## src/rtl/uart_rx_os.sv

```systemverilog
// Oversampled UART receiver: mid-bit sampling on an external baud tick, single-entry
// valid/ready holding register. Define UART_RX_MAJORITY_VOTE_EN for 2-of-3 bit voting.
module uart_rx_os #(
  parameter int DATA_WIDTH  = 8,
  parameter int OVERSAMPLE  = 16,
  parameter int PARITY_MODE = 0,
  parameter int STOP_BITS   = 1
) (
  input  logic                  clk,
  input  logic                  rst,
  input  logic                  baud_tick,
  input  logic                  rx,
  output logic [DATA_WIDTH-1:0] rx_data,
  output logic                  rx_valid,
  input  logic                  rx_ready,
  output logic                  rx_parity_err,
  output logic                  rx_frame_err,
  output logic                  rx_break,
  output logic                  rx_overrun,
  output logic                  rx_busy
);

  localparam int OS_W = $clog2(OVERSAMPLE);
  localparam int BC_W = $clog2(DATA_WIDTH);
  localparam logic [OS_W-1:0] OS_MAX    = OS_W'(OVERSAMPLE - 1);
  localparam logic [BC_W-1:0] LAST_BIT  = BC_W'(DATA_WIDTH - 1);
  localparam logic            LAST_STOP = 1'(STOP_BITS - 1);

  // With voting the decision lands one tick after the centre, so the bit counter
  // restarts at 1 to keep the following bit centres where they would otherwise be.
`ifdef UART_RX_MAJORITY_VOTE_EN
  localparam logic [OS_W-1:0] START_DEC  = OS_W'(OVERSAMPLE / 2);
  localparam logic [OS_W-1:0] BIT_DEC    = '0;
  localparam logic [OS_W-1:0] OS_RESTART = OS_W'(1);
`else
  localparam logic [OS_W-1:0] START_DEC  = OS_W'(OVERSAMPLE / 2 - 1);
  localparam logic [OS_W-1:0] BIT_DEC    = OS_MAX;
  localparam logic [OS_W-1:0] OS_RESTART = '0;
`endif

  typedef enum logic [2:0] {S_IDLE, S_START, S_DATA, S_PARITY, S_STOP} state_t;

  state_t                state_q, state_d;
  logic [OS_W-1:0]       os_cnt_q, os_cnt_d, os_inc;
  logic [BC_W-1:0]       bit_cnt_q, bit_cnt_d;
  logic                  stop_cnt_q, stop_cnt_d;
  logic [DATA_WIDTH-1:0] shift_q, shift_d;
  logic                  par_bit_q, par_bit_d, par_err_q, par_err_d;
  logic                  frm_err_q, frm_err_d, stop_hi_q, stop_hi_d;
  logic                  meta_q, rx_s_q;
  logic [DATA_WIDTH-1:0] data_q, data_d;
  logic                  valid_q, valid_d, pe_q, pe_d, fe_q, fe_d, brk_q, brk_d;
  logic                  ovr_q, ovr_d;
  logic                  bit_val, dec_tick, frame_done, fin_fe, fin_brk;

`ifdef UART_RX_MAJORITY_VOTE_EN
  logic [1:0] hist_q;

  always_ff @(posedge clk) begin
    if (rst) begin
      hist_q <= 2'b11;
    end else if (baud_tick) begin
      hist_q <= {hist_q[0], rx_s_q};
    end
  end

  assign bit_val = (hist_q[1] & hist_q[0]) | (hist_q[1] & rx_s_q) | (hist_q[0] & rx_s_q);
`else
  assign bit_val = rx_s_q;
`endif

  always_ff @(posedge clk) begin
    if (rst) begin
      meta_q     <= 1'b1;
      rx_s_q     <= 1'b1;
      state_q    <= S_IDLE;
      os_cnt_q   <= '0;
      bit_cnt_q  <= '0;
      stop_cnt_q <= 1'b0;
      shift_q    <= '0;
      par_bit_q  <= 1'b0;
      par_err_q  <= 1'b0;
      frm_err_q  <= 1'b0;
      stop_hi_q  <= 1'b0;
      data_q     <= '0;
      valid_q    <= 1'b0;
      pe_q       <= 1'b0;
      fe_q       <= 1'b0;
      brk_q      <= 1'b0;
      ovr_q      <= 1'b0;
    end else begin
      meta_q     <= rx;
      rx_s_q     <= meta_q;
      state_q    <= state_d;
      os_cnt_q   <= os_cnt_d;
      bit_cnt_q  <= bit_cnt_d;
      stop_cnt_q <= stop_cnt_d;
      shift_q    <= shift_d;
      par_bit_q  <= par_bit_d;
      par_err_q  <= par_err_d;
      frm_err_q  <= frm_err_d;
      stop_hi_q  <= stop_hi_d;
      data_q     <= data_d;
      valid_q    <= valid_d;
      pe_q       <= pe_d;
      fe_q       <= fe_d;
      brk_q      <= brk_d;
      ovr_q      <= ovr_d;
    end
  end

  always_comb begin
    state_d    = state_q;
    os_cnt_d   = os_cnt_q;
    bit_cnt_d  = bit_cnt_q;
    stop_cnt_d = stop_cnt_q;
    shift_d    = shift_q;
    par_bit_d  = par_bit_q;
    par_err_d  = par_err_q;
    frm_err_d  = frm_err_q;
    stop_hi_d  = stop_hi_q;
    data_d     = data_q;
    valid_d    = valid_q;
    pe_d       = pe_q;
    fe_d       = fe_q;
    brk_d      = brk_q;
    ovr_d      = 1'b0;
    os_inc     = (os_cnt_q == OS_MAX) ? '0 : os_cnt_q + 1'b1;

    case (state_q)
      S_IDLE: begin
        if (baud_tick && !rx_s_q) begin
          state_d    = S_START;
          os_cnt_d   = '0;
          bit_cnt_d  = '0;
          stop_cnt_d = 1'b0;
          par_bit_d  = 1'b0;
          par_err_d  = 1'b0;
          frm_err_d  = 1'b0;
          stop_hi_d  = 1'b0;
        end
      end
      S_START: begin
        if (dec_tick) begin
          state_d  = bit_val ? S_IDLE : S_DATA;
          os_cnt_d = bit_val ? '0 : OS_RESTART;
        end else if (baud_tick) begin
          os_cnt_d = os_cnt_q + 1'b1;
        end
      end
      S_DATA: begin
        if (baud_tick) os_cnt_d = os_inc;
        if (dec_tick) begin
          shift_d = {bit_val, shift_q[DATA_WIDTH-1:1]};
          if (bit_cnt_q == LAST_BIT) begin
            state_d = (PARITY_MODE != 0) ? S_PARITY : S_STOP;
          end else begin
            bit_cnt_d = bit_cnt_q + 1'b1;
          end
        end
      end
      S_PARITY: begin
        if (baud_tick) os_cnt_d = os_inc;
        if (dec_tick) begin
          par_bit_d = bit_val;
          if (PARITY_MODE == 1) par_err_d = ~(^shift_q ^ bit_val);
          else                  par_err_d = ^shift_q ^ bit_val;
          state_d = S_STOP;
        end
      end
      S_STOP: begin
        if (baud_tick) os_cnt_d = os_inc;
        if (dec_tick) begin
          frm_err_d = frm_err_q | ~bit_val;
          stop_hi_d = stop_hi_q | bit_val;
          if (stop_cnt_q == LAST_STOP) begin
            state_d  = S_IDLE;
            os_cnt_d = '0;
          end else begin
            stop_cnt_d = 1'b1;
          end
        end
      end
      default: state_d = S_IDLE;
    endcase

    // A pop in the completion cycle frees the slot for the new frame.
    if (frame_done) begin
      if (!valid_q || rx_ready) begin
        valid_d = 1'b1;
        data_d  = shift_q;
        pe_d    = par_err_q;
        fe_d    = fin_fe;
        brk_d   = fin_brk;
      end else begin
        ovr_d = 1'b1;
      end
    end else if (valid_q && rx_ready) begin
      valid_d = 1'b0;
    end
  end

  always_comb begin
    rx_busy       = (state_q != S_IDLE);
    dec_tick      = baud_tick && (os_cnt_q == ((state_q == S_START) ? START_DEC : BIT_DEC));
    frame_done    = dec_tick && (state_q == S_STOP) && (stop_cnt_q == LAST_STOP);
    fin_fe        = frm_err_q | ~bit_val;
    fin_brk       = (shift_q == '0) && ((PARITY_MODE == 0) || !par_bit_q) && !stop_hi_q && !bit_val;
    rx_data       = data_q;
    rx_valid      = valid_q;
    rx_parity_err = pe_q;
    rx_frame_err  = fe_q;
    rx_break      = brk_q;
    rx_overrun    = ovr_q;
  end

endmodule

```

## config.mk

```make
export PLATFORM = sky130hd
export DESIGN_NAME = uart_rx_os
export DESIGN_NICKNAME = d
export VERILOG_FILES = /design/src/rtl/uart_rx_os.sv
export SDC_FILE = /design/constraint.sdc
export NUM_CORES = 1
export LEC_CHECK = 0
export CAP_MARGIN = 20
export CORE_AREA = 2 2 60 62
export DETAILED_ROUTE_END_ITERATION = 8
export DIE_AREA = 0 0 62 64
export GPL_TIMING_DRIVEN = 1
export PLACE_DENSITY = 0.75
export SKIP_LAST_GASP = 1
export SLEW_MARGIN = 20
export SYNTH_ARGS = -nofsm -noshare
export SYNTH_HDL_FRONTEND = slang
export SYNTH_SLANG_ARGS = --single-unit
```

## constraint.sdc

```tcl
create_clock -name clk -period 1.95 [get_ports clk]
set_clock_uncertainty 0.15 [all_clocks]
set_input_delay 0.2925 -clock clk [delete_from_list [all_inputs] [get_ports clk]]
set_output_delay 0.2925 -clock clk [all_outputs]
set_load 0.05 [all_outputs]
```

# After elaboration in Yosys (flattened, before gate mapping)
# Index checks and enable logic that the tools add are counted.
# W data, S select, Z words.
# op_classes
add_sub_neg	2
eq_ne	17
muxes	36
bitwise_logic	6
reduce_logical	30
# ops
op	n
$mux W4	8
$mux W3	10
$ne A2 B2 Y1 const B	8
$pmux W4 S4	1
$pmux W3 S5	1
$mux W1	10
$reduce_and A3 Y1	3
$logic_not A8 Y1	1
$pmux W1 S2	4
$reduce_bool A2 Y1	4
$reduce_xor A8 Y1	1
$logic_and A1 B1 Y1	7
$reduce_and A7 Y1	1
$eq A3 B2 Y1 const B	2
$eq A3 B3 Y1 const B	2
$pmux W3 S2	1
$reduce_and A2 Y1	3
$add A4 B1 Y4 const B	1
$eq A4 B4 Y1	1
$eq A4 B4 Y1 const B	1
$reduce_and A4 Y1	1
$reduce_bool A4 Y1	1
$reduce_or A2 Y1	2
$add A3 B1 Y3 const B	1
11 further kinds	16
# word_totals
regBits	37
in_bits	5
out_inout_bits	14

# Logic depth before layout (Yosys ltp)
# depth
ltp_word	8
depth_mapped	7
depth_no_buf	6

# Worst setup path before layout
# No wires, ideal clock.
# synth_path
path_type	reg-to-reg
startpoint	register state_q[2]
endpoint	register os_cnt_q[3]
setup_time_ns	0.130
arrival_time_ns	1.479
path_slack_ns	0.191
path_stages_with_launch	6
n_path_buf	1
synth_period_minus_slack_ns	1.759
cell_sequence	dfxtp_1 buf_2 or3_1 and3_1 o211ai_1 o211ai_1
# synth_between
elab_chain_len	6
elab_cells_between_ends	16
# synth_rtl
element	line_no	source
start: declaration	43	state_t state_q, state_d;
start signal: assignment	94	state_q <= state_d;
$eq A3 B1 Y1	130, 205	
$mux W4	205	dec_tick = baud_tick && (os_cnt_q == ((state_q == S_START) ? START_DEC : BIT_DEC));
$eq A4 B4 Y1	205	
$logic_and A1 B1 Y1	205	
$mux W4, or another cell as far along	173	if (dec_tick) begin
$pmux W4 S4 or $reduce_and A3 Y1 (tied branches)	n/a	
end signal: assignment	95	os_cnt_q <= os_cnt_d;
end: declaration	44	logic [OS_W-1:0] os_cnt_q, os_cnt_d, os_inc;
# Parallel ways exist; a longest one is shown, timed or not.
# A chain may end at the register's enable or synchronous reset.

# Worst setup path after layout
# layout_path
startpoint	register state_q[0]
endpoint	output rx_busy
# layout_between
elab_chain_len	1
# layout_rtl
element	line_no	source
$reduce_bool A3 Y1	204	rx_busy = (state_q != S_IDLE);
end: declaration	20	output logic rx_busy
# Every way passes these cells.

==> run metrics <==
share of cells above drive strength 1=0.1101; post-CTS setup buffers=0; post_cts resized=6; I/O Pins=19; outcome=completed; number of global-route vias before repair=1399; Post-Synthesis Cells=194; Post-Synthesis Mean Instance Area=about 9 sq um; synth cell count leaders=dfxtp_1, mux2i_1, nor2_1; Num CTS Buffers=5; setup violators final=0; Least-Margin Pin Slew=a little under 600 ps; initial antenna violation count=0; dpl ws=-120.2 ps; CP endpoint kind=output pin; routability cong.=0.9130; clock buffer depth=2; Starting Density=0.5310; count of pins over their slew limit=0; Reg2Reg Capture Point=os_cnt_q[3]$_SDFFE_PP0P_; iteration count of the initial detailed-routing pass=4; Initial DRC Count=just under 60; clock slew at reported path FFs=around 110 ps; Required @ worst endpoint=between 1500 and 2000 ps; Worst slew margin=0.6027; Seq cells post-synth=36; Nets=between 200 and 250; Fmax=about 520 MHz; EDFF count, synth=0; VDD IR max=0.3814 mV; vias per inst=~5.4; post-synthesis sequential area ratio=0.4132; area share of the largest cell type after synthesis=0.4132; most frequent cell after synthesis=dfxtp_1; Pwr Density=593.2 nW/um^2; master of the slowest instance on the critical path=or3_1; critical-path cell list=or3_1, buf_12; Hold Path Depth=1; die area=~4000 sq um; Setup WS post-layout=roughly 39 ps; worst skew pair latency=around 350 ps; R2R cell count=4; flop-to-flop setup slack=~130 ps; Post-route DRC=0; largest net degree at the start of global routing=20; GRT Util Overall=0.2043; Seq. cell area=between 700 and 800 sq um; Rows=21; critical path class=flip-flop to output pin; final cell count without fillers=between 200 and 300; Routed wire per std cell=13.36 um; Critical Path Start=state_q[0]$_SDFFE_PP0P_; Filler cells=around 280; # diodes=0; Lkg Pwr=1.039 nW; net count after synthesis=between 200 and 250; Ys Warns=0; Distinct cells, synth=39; top_reg_cell synth=dfxtp_1; Congestion Overflow GR=0; Largest stage delay, worst path=about 500 ps; Yosys top cell by area=dfxtp_1; clock sink count=36; crit path to=rx_busy; first-pass GRT wire length=just over 6000 um; CP Max Fanout=9; Vias=1423; FF-to-FF Start=state_q[0]$_SDFFE_PP0P_; synthesized area=around 1700 sq um; Hold Vio Cnt, Final=0; multi-input combinational cell area=909.6 sq um; CTS tree=built; final wirelength=approximately 3500 um; IO Port Bufs=18; final period utilization=0.9800; Synth area leaders=dfxtp_1, mux2i_1, ha_1; Worst Hold Class=flip-flop to flip-flop; CTS root buf=clkbuf_4; Core Area=around 3300 sq um; post-detail-place hpwl=around 2600 um; Final min period=1911 ps; CTS H-tree lvls=2; WP data arrival=about 1500 ps; Max Cap Viol=0; Startpoint Class=flip-flop; DIE WIDTH=between 60 and 70 um; placed insts=between 200 and 300; Area Overhead vs Synth=19.01%; fraction of registers with async set/reset=0; unrepaired setup endpoints after global routing=false; Antenna Nets Post-Route=0; die height=approximately 64 um; CTS Hold Bufs=0
[registers in the layout, indices dropped and copies added (netlist names)]
name / flops
bit_val: 1
rx_parity_err: 1
stop_hi_q: 1
rx_break: 1
rx_frame_err: 1
rx_overrun: 1
frm_err_q: 1
par_err_q: 1
os_cnt_q: 4
rx_data: 8
state_q: 3
rx_valid: 1
shift_q: 8
meta_q: 1
bit_cnt_q: 3
[worst min-delay path by stage]
stage	startpoint	endpoint	slack, ps
finish	meta_q$_SDFF_PP1_	bit_val$_SDFF_PP1_	280
CTS	meta_q$_SDFF_PP1_	bit_val$_SDFF_PP1_	290
floorplan	meta_q$_SDFF_PP1_	bit_val$_SDFF_PP1_	240
global placement	meta_q$_SDFF_PP1_	bit_val$_SDFF_PP1_	240
detailed placement	meta_q$_SDFF_PP1_	bit_val$_SDFF_PP1_	260
global route	meta_q$_SDFF_PP1_	bit_val$_SDFF_PP1_	310
[per-stage QoR]
stage	util	instance area, sq um	TNS, ps	hold slack, ps	power, mW
2_1_floorplan	-	1744	0	239.5	0.7960
3_3_place_gp	0.6095	2002	-10.69	242.1	0.8197
3_5_place_dp	0.6095	2002	-352.0	261.0	0.8222
4_1_cts	0.6263	2057	0	286.8	1.242
5_1_grt	0.6320	2076	0	308.4	1.280
6_report	0.6320	2076	0	279.5	1.231
[where the power goes]
group / leakage (nW) / switching, mW / total (mW) / internal, mW
Clock: 0.0315 / 0.249 / 0.426 / 0.177
Sequential: 0.291 / 0.00306 / 0.741 / 0.738
Combinational: 0.717 / 0.0358 / 0.0647 / 0.0289
Total: 1.04 / 0.288 / 1.23 / 0.944
[layout by cell type, fill, tap and decap left out, types with 4 or more instances in the layout]
cell,count
a21oi_1,7
buf_4,10
clkbuf_4,5
clkdlybuf4s50_1,4
dfxtp_1,35
dlygate4sd2_1,6
dlymetal6s2s_1,7
ha_1,7
inv_1,13
mux2i_1,21
nand2_1,12
nand3_1,4
nor2_1,21
nor2b_1,5
nor3_1,5
o211ai_1,4
o21ai_0,9
[per-layer routing]
layer	global-route usage	vias up	share of wire
li1	-	717	-
met5	0	-	0
met3	0.06680	5	0.043
met4	0.05585	0	0.012
met1	0.2491	663	0.44
met2	0.3359	38	0.51
[worst max-delay path: cells and delay by family (launching register included)]
kind,cells,cell delay [ps]
simple gates,1,500
flops,1,430
buf+inv,1,190
[cell type report]
cell class	count	area share
Multi-Input combinational cell	133	0.4382
Timing Repair Buffer	28	0.1326
Tap cell	46	0.02773
Inverter	13	0.02351
Clock inverter	1	0.003617
Sequential cell	36	0.3478
Clock buffer	7	0.02652
[logic make-up (layout without fill, tap and decap cells)]
group / count (synthesis) / in the layout / synth area share
AND/OR/NAND/NOR: 69 / 69 / 0.2167
flip-flops: 36 / 36 / 0.4132
AO/OA/AOI/OAI: 31 / 31 / 0.1090
buffers and inverters: 25 / 49 / 0.06528
multiplexers: 21 / 21 / 0.1205
adder cells (fa/ha/maj): 7 / 7 / 0.05021
XOR/XNOR: 5 / 5 / 0.02511
(Power assumes the default switching activity.)
